[config.mk]
export PLATFORM = sky130hd
export DESIGN_NAME = synd_accum_serial
export DESIGN_NICKNAME = d
export VERILOG_FILES = /design/src/rtl/synd_accum_serial.sv
export SDC_FILE = /design/constraint.sdc
export NUM_CORES = 1
export LEC_CHECK = 0
export CAP_MARGIN = 25
export CORE_ASPECT_RATIO = 0.5
export CORE_UTILIZATION = 51
export CTS_BUF_LIST = sky130_fd_sc_hd__clkbuf_4 sky130_fd_sc_hd__clkbuf_8 sky130_fd_sc_hd__clkbuf_16
export CTS_CLUSTER_SIZE = 8
export DETAILED_ROUTE_END_ITERATION = 12
export PLACE_DENSITY = 0.85
export SETUP_SLACK_MARGIN = 0.15
export SLEW_MARGIN = 10
export SYNTH_ARGS = -nofsm -noshare
export SYNTH_HDL_FRONTEND = slang
export SYNTH_SLANG_ARGS = --single-unit
[constraint.sdc]
create_clock -name clk -period 2.35 [get_ports clk]
set_input_delay 0.47 -clock clk [delete_from_list [all_inputs] [get_ports clk]]
set_output_delay 0.47 -clock clk [all_outputs]
set_load 0.03 [all_outputs]
[src/rtl/synd_accum_serial.sv]
// synd_accum_serial
//   Bit-serial BCH syndrome accumulator over GF(2^10), primitive polynomial
//   x^10 + x^3 + 1. A codeword of CODE_LEN bits arrives highest-degree
//   coefficient first. S1, S3 and S5 are evaluated by Horner's rule, so each
//   accepted bit costs one cycle.
//
// Ports
//   clk            system clock, rising edge
//   in_ctr_rst_n   asynchronous active-low reset
//   in_ctr_start   start (or restart) a codeword; clears syndromes and counter
//   in_bit_valid   in_bit carries a codeword bit this cycle
//   in_bit         received codeword bit r(CODE_LEN-1) first
//   out_ready      high while bits are being accepted
//   out_synd_valid one-cycle pulse when the syndromes are final
//   out_synd1/3/5  registered syndromes r(alpha), r(alpha^3), r(alpha^5)
//   out_err_detect any syndrome bit set, qualified by out_synd_valid
module synd_accum_serial #(
  parameter int CODE_LEN = 1023
) (
  input  logic       clk,
  input  logic       in_ctr_rst_n,
  input  logic       in_ctr_start,
  input  logic       in_bit_valid,
  input  logic       in_bit,
  output logic       out_ready,
  output logic       out_synd_valid,
  output logic [9:0] out_synd1,
  output logic [9:0] out_synd3,
  output logic [9:0] out_synd5,
  output logic       out_err_detect
);

  typedef enum logic [1:0] {
    IDLE  = 2'd0,
    ACCUM = 2'd1,
    DONE  = 2'd2
  } state_t;

  localparam logic [9:0] LAST_IDX = 10'(CODE_LEN - 1);

  state_t     state;
  state_t     state_next;
  logic [9:0] count;
  logic [9:0] s1;
  logic [9:0] s3;
  logic [9:0] s5;
  logic       clear_en;
  logic       accept_en;
  logic       last_bit;

  // Multiply by alpha: shift up one degree and fold alpha^10 back in as
  // alpha^3 + 1. Chaining this constant function gives the alpha^3 and alpha^5
  // multipliers as pure XOR networks.
  function automatic logic [9:0] mul_a(input logic [9:0] x);
    logic [9:0] y;
    y    = {x[8:0], 1'b0};
    y[0] = y[0] ^ x[9];
    y[3] = y[3] ^ x[9];
    return y;
  endfunction

  function automatic logic [9:0] mul_a3(input logic [9:0] x);
    return mul_a(mul_a(mul_a(x)));
  endfunction

  function automatic logic [9:0] mul_a5(input logic [9:0] x);
    return mul_a(mul_a(mul_a3(x)));
  endfunction

  assign last_bit = (count == LAST_IDX);

  // State register
  always_ff @(posedge clk or negedge in_ctr_rst_n) begin
    if (!in_ctr_rst_n) begin
      state <= IDLE;
    end else begin
      state <= state_next;
    end
  end

  // Next state and datapath controls. A start in any state clears the block;
  // in ACCUM it also discards the bit presented in the same cycle.
  always_comb begin
    state_next = state;
    clear_en   = 1'b0;
    accept_en  = 1'b0;
    case (state)
      IDLE: begin
        if (in_ctr_start) begin
          state_next = ACCUM;
          clear_en   = 1'b1;
        end
      end
      ACCUM: begin
        if (in_ctr_start) begin
          clear_en = 1'b1;
        end else if (in_bit_valid) begin
          accept_en = 1'b1;
          if (last_bit) begin
            state_next = DONE;
          end
        end
      end
      DONE: begin
        if (in_ctr_start) begin
          state_next = ACCUM;
          clear_en   = 1'b1;
        end else begin
          state_next = IDLE;
        end
      end
      default: begin
        state_next = IDLE;
      end
    endcase
  end

  // Horner accumulation and bit counter. The syndromes are left untouched
  // outside ACCUM so the final values stay visible until the next start.
  always_ff @(posedge clk or negedge in_ctr_rst_n) begin
    if (!in_ctr_rst_n) begin
      s1    <= 10'h000;
      s3    <= 10'h000;
      s5    <= 10'h000;
      count <= 10'd0;
    end else if (clear_en) begin
      s1    <= 10'h000;
      s3    <= 10'h000;
      s5    <= 10'h000;
      count <= 10'd0;
    end else if (accept_en) begin
      s1    <= mul_a(s1)  ^ {9'b0, in_bit};
      s3    <= mul_a3(s3) ^ {9'b0, in_bit};
      s5    <= mul_a5(s5) ^ {9'b0, in_bit};
      count <= last_bit ? 10'd0 : count + 10'd1;
    end
  end

  assign out_ready      = (state == ACCUM);
  assign out_synd_valid = (state == DONE);
  assign out_err_detect = (state == DONE) && (|{s1, s3, s5});
  assign out_synd1      = s1;
  assign out_synd3      = s3;
  assign out_synd5      = s5;

endmodule

---- Word-level counts from Yosys, hierarchy flattened ----
Cells that the tools add are included.
storage, ports and cells
  flip-flop bits (word level) ............. 42
  input port bits ......................... 5
  output and inout port bits .............. 33
  logic and storage cells ................. 51
cells by class
  $add $sub $neg .......................... 1
  equal/unequal tests ..................... 7
  mux-type cells .......................... 20
  bitwise gates (word level) .............. 12
  reduce and logical (&&, ||, !) cells .... 6
operator list
  kind                     count
  $mux W10                 9
  $reduce_or A30 Y1        1
  $xor A10 B1 Y10          3
  $add A10 B1 Y10 const B  1
  $eq A10 B10 Y1 const B   1
  $xor A1 B1 Y1            9
  $mux W2                  4
  $mux W1                  6
  $ne A2 B2 Y1 const B     3
  $pmux W2 S3              1
  $reduce_and A4 Y1        1
  $reduce_or A3 Y1         1
  $eq A2 B1 Y1 const B     1
  $eq A2 B2 Y1 const B     1
  $logic_not A2 Y1         1
  $ne A2 B1 Y1 const B     1
  $reduce_bool A2 Y1       1
  $logic_and A1 B1 Y1      1

---- Logic depth before layout (Yosys ltp) ----
Gate-level depths: netlist (run 1).
  depth after elaboration ................. 5
  depth in mapped cells ................... 6
  depth with buffers taken out ............ 6

---- Least setup slack after synthesis (run 1) ----
Ideal clock, no wire load.
  path type ............................... register -> output
  start ................................... register state[0]
  end ..................................... output port out_err_detect
  arrival ................................. 1.341 ns
  required time ........................... 1.880 ns
  path slack .............................. 0.539 ns
  cell stages (with the launch flop) ...... 4
  cell sequence ........................... dfrtp_1 > buf_2 > nor2b_1 > o21a_1
between the ends
  longest elaborated chain between the ends .. 2
RTL lines
  element                 line  source
  start, declared         41    state_t state;
  start signal, assigned  77    state <= state_next;
  $eq A2 B2 Y1            n/a
  via out_synd_valid      26    output logic out_synd_valid,
  $logic_and A1 B1 Y1     141   assign out_err_detect = (state == DONE) && (|{s1, s3, s5});
  end, declared           30    output logic out_err_detect
The timed path passes the listed nets, and every way through them passes these cells.

---- Worst setup path in the final report (run 1) ----
  start ................................... register s1[2] (netlist: out_synd1[2])
  end ..................................... output port out_err_detect
between the ends
  longest elaborated chain between the ends .. 2
RTL lines
  element                 line  source
  start, declared         44    logic [9:0] s1;
  start signal, assigned  132   s1 <= mul_a(s1) ^ {9'b0, in_bit};
  $reduce_or A30 Y1       141
  $logic_and A1 B1 Y1     141
No other way between the ends.

==> results of run 1 <==
## cell type report
class / instances / share of cell area, %
tap: 51 / 2.50
sequential: 42 / 41.2
multi-input combinational: 122 / 33.3
inverter: 2 / 0.294
timing repair buffer: 46 / 17.1
clock inverter: 2 / 2.35
clock buffer: 6 / 3.24
## power by group
part	switching, mW	internal (mW)
clock network	0.250	0.453
logic	0.0689	0.0425
registers	0.0129	0.732
total	0.332	1.23
## metrics by stage
step	setup WS, ps	hold slack [ps]	std cells	utilization, %	instance area [um^2]
floorplan	539	174	173	-	1920
global placement	225	471	263	67.8	2380
detailed placement	160	474	263	67.8	2380
CTS	191	149	271	72.4	2540
global route	129	184	271	72.7	2550
finish	217	136	271	72.7	2550
## cells in the mapped netlist (2+ instances only)
cell	count
dfrtp_1	42
nand2_1	19
a22o_1	18
xnor2_1	14
o21ai_0	13
nor2_1	9
nor4_1	8
nand4_1	7
buf_2	5
xor2_1	4
o31ai_1	3
a21oi_1	2
clkbuf_1	2
ha_1	2
inv_1	2
nand3_1	2
nor2b_1	2
nor3_1	2
## layer usage
metal / vias up / wire length (um) / GRT usage (%)
met5: - / 0 / 0
met4: 0 / 74 / 9.03
met3: 8 / 155 / 6.95
met2: 33 / 2060 / 39.1
met1: 761 / 1960 / 32.8
li1: 727 / - / -
## sequential cells by signal, indices dropped and copies added (netlist names)
name	flops
out_synd3	10
out_synd1	10
out_synd5	10
state	2
count	10
## kinds of logic (layout without fill, tap and decap cells)
| logic type | Yosys count | count (layout) | share of synthesized area (%) |
|---|---|---|---|
| xor+xnor | 18 | 18 | 8.23 |
| compound gates | 43 | 43 | 16.6 |
| fa+ha+maj | 2 | 2 | 1.31 |
| buf+inv | 9 | 56 | 2.09 |
| simple gates | 59 | 59 | 16.9 |
| flops | 42 | 42 | 54.9 |
## path summary, 6_finish.rpt
check	slack [ps]	startpoint	cells past startpoint	end
min	140	in_ctr_rst_n	1	out_synd3[8]
max	220	out_synd1[2]	4	out_err_detect
max reg2reg	530	count[0]	6	count[7]
min in group clk	560	out_synd3[0]	2	out_synd3[0]
max in group asynchronous	1660	in_ctr_rst_n	2	count[0]
min reg2reg	560	out_synd3[0]	2	out_synd3[0]
## repair_timing
| item | 4_1_cts | 5_1_grt |
|---|---|---|
| buffers inserted | 0 | 0 |
| endpoints found under the setup margin | 1 | 2 |
| resized for setup | 6 | 2 |
| pin swaps | 0 | 1 |
==> metrics.cfg, run 1 <==
[place]
place_hpwl_um=3070
port_buffers=37
place.gp.congestion=0.821

[floorplan]
fp.dieH_um=45.3
rows=15
design.die.area_um2=4020
core-area_um2=3510
ios=38
initial_utilization_pct=54.6
die_w_um=88.7

[grt]
first_global_vias=1428
grt_max_degree=33
grt_pass1_wl_um=7090
gr-total-overflow=0
track_usage_pct=24.6
antenna_found_initial=0

[final_layout]
n_antenna_cell=0
final_cell_mix=42 x dfrtp_1, 34 x clkdlybuf4s50_1, 19 x nand2_1, 18 x a22o_1, 14 x xnor2_1
n_fill_cell=245
flow.area_growth_from_synthesis_pct=33.2
final_nets=226
seq_area_um2=1050
multi_input_area_um2=850
drive_above_1_share_pct=14.1
final_common_cell=dfrtp_1

[worst_setup_path]
critical_path.max_stage_delay_ps=440
end_kind=output port
cp_max_fo=4
cp_slowest_cell=dfrtp_1
cp_num_buf_inv=1
crit_chain=nor4_2 > nand4_1 > o21a_1 > clkdlybuf4s15_2
crit_arrival_ps=1660
critPathTopFamily=simple AND/OR/NAND/NOR gates
critical_path_class=flip-flop to output port
crit_path_start_kind=flip-flop
cp.required_ps=1880

[clocking]
cts_made_buffers=5
cts_tree=yes
hold_buffers=0
clock_latency_ps=300
clock_sinks=42
clkTransAtPathRegs_ps=80
clk_path_buf_depth=2
ctsRootBufferMaster=clkbuf_8
htreeDepth=2

[drt]
drt_iter0_markers=100
drt_pass1_iterations=4
vias_per_cell=5.64
drc=0
wl_um=4250
vias=1529
ant_nets=0
wl_per_cell_um=15.7

[logic_synthesis]
synth_largest_area_cell=dfrtp_1
yosys_warnings=0
synth_edf_count=0
ys_seq_elements=42
synth_cell_types=35
synth-async-reset-ratio_pct=100
synth_flop_cell=dfrtp_1
synth.area.top_cells=dfrtp_1 55%, a22o_1 8.2%, xnor2_1 6.4%
yosysSeqAreaShare_pct=54.9
syn_nets=180
synth_area_um2=1920
synthDominantCellAreaShare_pct=54.9
postSynthAreaPerCell_um2=11.1
syn_inst=173

[timing]
rsz0062_at_grt=yes
worst_pin_slew_ps=525
finalClockSkew_ps=6.77
setup_viol=0
slew_headroom_pct=65.0
maxSlewViolCount=0
finalHoldViolCount=0
fin_crit_sh_pct=90.8
clock.fmax_ghz=0.469
post-route-min-period_ps=2130
fin_tns_setup_ps=0

[worst_hold_path]
min_path_type=input port to asynchronous set/reset pin

[run_status]
status=finished, final reports clean

[job]
cap_violations=0

[power_and_ir_drop]
p_leak_nw=1.08
vdd_drop_max_mv=0.330
power_mw=1.56
pwr_density_cell_nw_per_um2=611

Note: power is estimated with default switching activity, not from simulation.
==> run 2: changes to the inputs <==
CELL_PAD_IN_SITES_DETAIL_PLACEMENT = 0   (was default)
CELL_PAD_IN_SITES_GLOBAL_PLACEMENT = 1   (was default)
CORE_UTILIZATION = 40   (was 51)
==> run 2 against run 1 <==
Against the previous run: combinational power about the same; register-to-register slack lost 40 ps; first-iteration DRC count is 57% lower; final cell count increased by 5.9%; largest cell class unchanged.
==> metrics.cfg, run 2 (synthesis gave the netlist of run 1 again) <==
[drt]
drt_iter0_markers=43  ; -57%
drt_pass1_iterations=5  ; +1
vias_per_cell=5.16  ; -8.5%
wl_um=4310  ; +1.6%
vias=1481  ; -3.1%
wl_per_cell_um=15.0  ; -4.1%
ant_nets=0  ; unchanged
drc=0  ; unchanged

[worst_setup_path]
critPathTopFamily=buffers and inverters
cp_num_buf_inv=1  ; unchanged
crit_path_start_kind=flip-flop
worstReg2RegStart=count[0]
cp_max_fo=9  ; +5
endpoint=out_ready
end_kind=output port
r2r_end=count[5]
cp.required_ps=1880  ; about the same
critical_path.max_stage_delay_ps=670  ; +230 ps
critical_path_class=flip-flop to output port
crit_arrival_ps=1600  ; -60 ps
crit_path_start=state[0]
reg2reg_slack_ps=490  ; -40 ps
cp_slowest_cell=clkdlybuf4s50_1
crit_chain=nor2b_1 > clkdlybuf4s50_1
path_depth=2  ; -2
rr_worst_depth=6  ; unchanged

[floorplan]
design.die.area_um2=5090  ; +27%
die_w_um=99.9  ; +13%
rows=17  ; +2
core-area_um2=4490  ; +28%
initial_utilization_pct=42.7  ; -12 points
ios=38  ; unchanged
fp.dieH_um=50.9  ; +12%

[clocking]
cts_tree=yes
ctsRootBufferMaster=clkbuf_8
clk_path_buf_depth=2  ; unchanged
clkTransAtPathRegs_ps=90  ; about the same
cts_setup_buffers=0  ; unchanged
htreeDepth=2  ; unchanged
clock_latency_ps=300  ; about the same
clock_sinks=42  ; unchanged
cts_made_buffers=5  ; unchanged

[final_layout]
final_nets=227  ; +0.44%
flow.area_growth_from_synthesis_pct=32.1
n_antenna_cell=0  ; unchanged
final_common_cell=dfrtp_1
final_cells=287  ; +5.9%
drive_above_1_share_pct=14.0  ; -0.064 points
final_cell_mix=41 x dfrtp_1, 34 x clkdlybuf4s50_1, 19 x nand2_1, 18 x a22o_1, 14 x xnor2_1

[timing]
hold_ws_ps=15.8  ; -121 ps
fin_crit_sh_pct=88.2  ; -2.6 points
maxSlewViolCount=0  ; unchanged
rsz0062_at_grt=no
worst_pin_slew_ps=473  ; -51.5 ps
clock.fmax_ghz=0.483  ; +2.9%
post-route-min-period_ps=2070  ; -60.4 ps
setup_viol=0  ; unchanged
fin_tns_setup_ps=0  ; unchanged
finalHoldViolCount=0  ; unchanged
finalClockSkew_ps=11.5  ; +4.69 ps
slew_headroom_pct=68.2  ; +3.1 points
setup_ws_ps=278  ; +60.4 ps

[place]
port_buffers=37  ; unchanged
place_hpwl_um=3030  ; -1.1%
place.gp.congestion=0.749  ; -8.9%
dp_cells=279  ; +6.1%
dp_slack_ps=200  ; +40.0 ps

[run_status]
status=finished, final reports clean

[power_and_ir_drop]
p_leak_nw=1.06  ; -1.2%
pwr_density_cell_nw_per_um2=567  ; -7.2%
power_mw=1.44  ; -7.9%
vdd_drop_max_mv=0.246  ; -25%

[grt]
antenna_found_initial=0  ; unchanged
gr-total-overflow=0  ; unchanged
track_usage_pct=18.2  ; -6.4 points
first_global_vias=1402  ; -1.8%
grt_pass1_wl_um=6910  ; -2.5%
grt_max_degree=33  ; unchanged

[job]
cap_violations=0  ; unchanged

[worst_hold_path]
min_path_type=input port to asynchronous set/reset pin

==> run 2: metrics by stage <==
| step | area, um^2 | util [%] |
|---|---|---|
| CTS | 2530 | 56.3 |
| floorplan | 1920 | - |
| detailed placement | 2410 | 53.6 |
| global placement | 2410 | 53.6 |
| finish | 2530 | 56.4 |
| global route | 2530 | 56.4 |
==> run 2: cell type report <==
type                            count  area (um^2)
Clock buffer                        6         76.3
Clock inverter                      2         37.5
Fill cell                         400         1960
Inverter                            2         7.51
Multi-Input combinational cell    122          837
Sequential cell                    42         1050
Tap cell                           66         82.6
Timing Repair Buffer               47          438
==> run 2: timing repair <==
item	4_1_cts	5_1_grt
endpoints found under the setup margin	1	2
resized for setup	5	4
hold buffers	0	0
pin swaps	0	2
==> run 2: worst min-delay path by stage <==
stage               depth (start not counted)            to  slack, ps    startpoint
global placement                            1  out_synd3[4]        340  in_ctr_rst_n
detailed placement                          1  out_synd3[4]        350  in_ctr_rst_n
floorplan                                   0      count[0]        170  in_ctr_rst_n
finish                                      1  out_synd3[4]         20  in_ctr_rst_n
global route                                1  out_synd3[4]         20  in_ctr_rst_n
CTS                                         1  out_synd3[4]         20  in_ctr_rst_n
==> run 2: per-layer routing <==
metal / global-route usage [%] / wire length (um) / up-vias
li1: - / - / 722
met4: 6.62 / 55 / 0
met1: 24.3 / 2180 / 732
met2: 29.3 / 1970 / 23
met3: 4.24 / 106 / 4
met5: 0 / 0 / -
==> run 2: report_power, final <==
group          leakage [nW]  switching [mW]  internal (mW)
sequential            0.576          0.0131          0.732
clock                0.0548           0.252          0.329
combinational         0.433          0.0692         0.0409
==> run 2: worst reg2reg max path: cells and delay by family, from the launching register on <==
family | cells | cell delay, ps
adder cells (fa/ha/maj) | 1 | 150
AO/OA/AOI/OAI | 1 | 250
AND/OR/NAND/NOR | 3 | 810
buffers and inverters | 1 | 90
flip-flops | 1 | 450
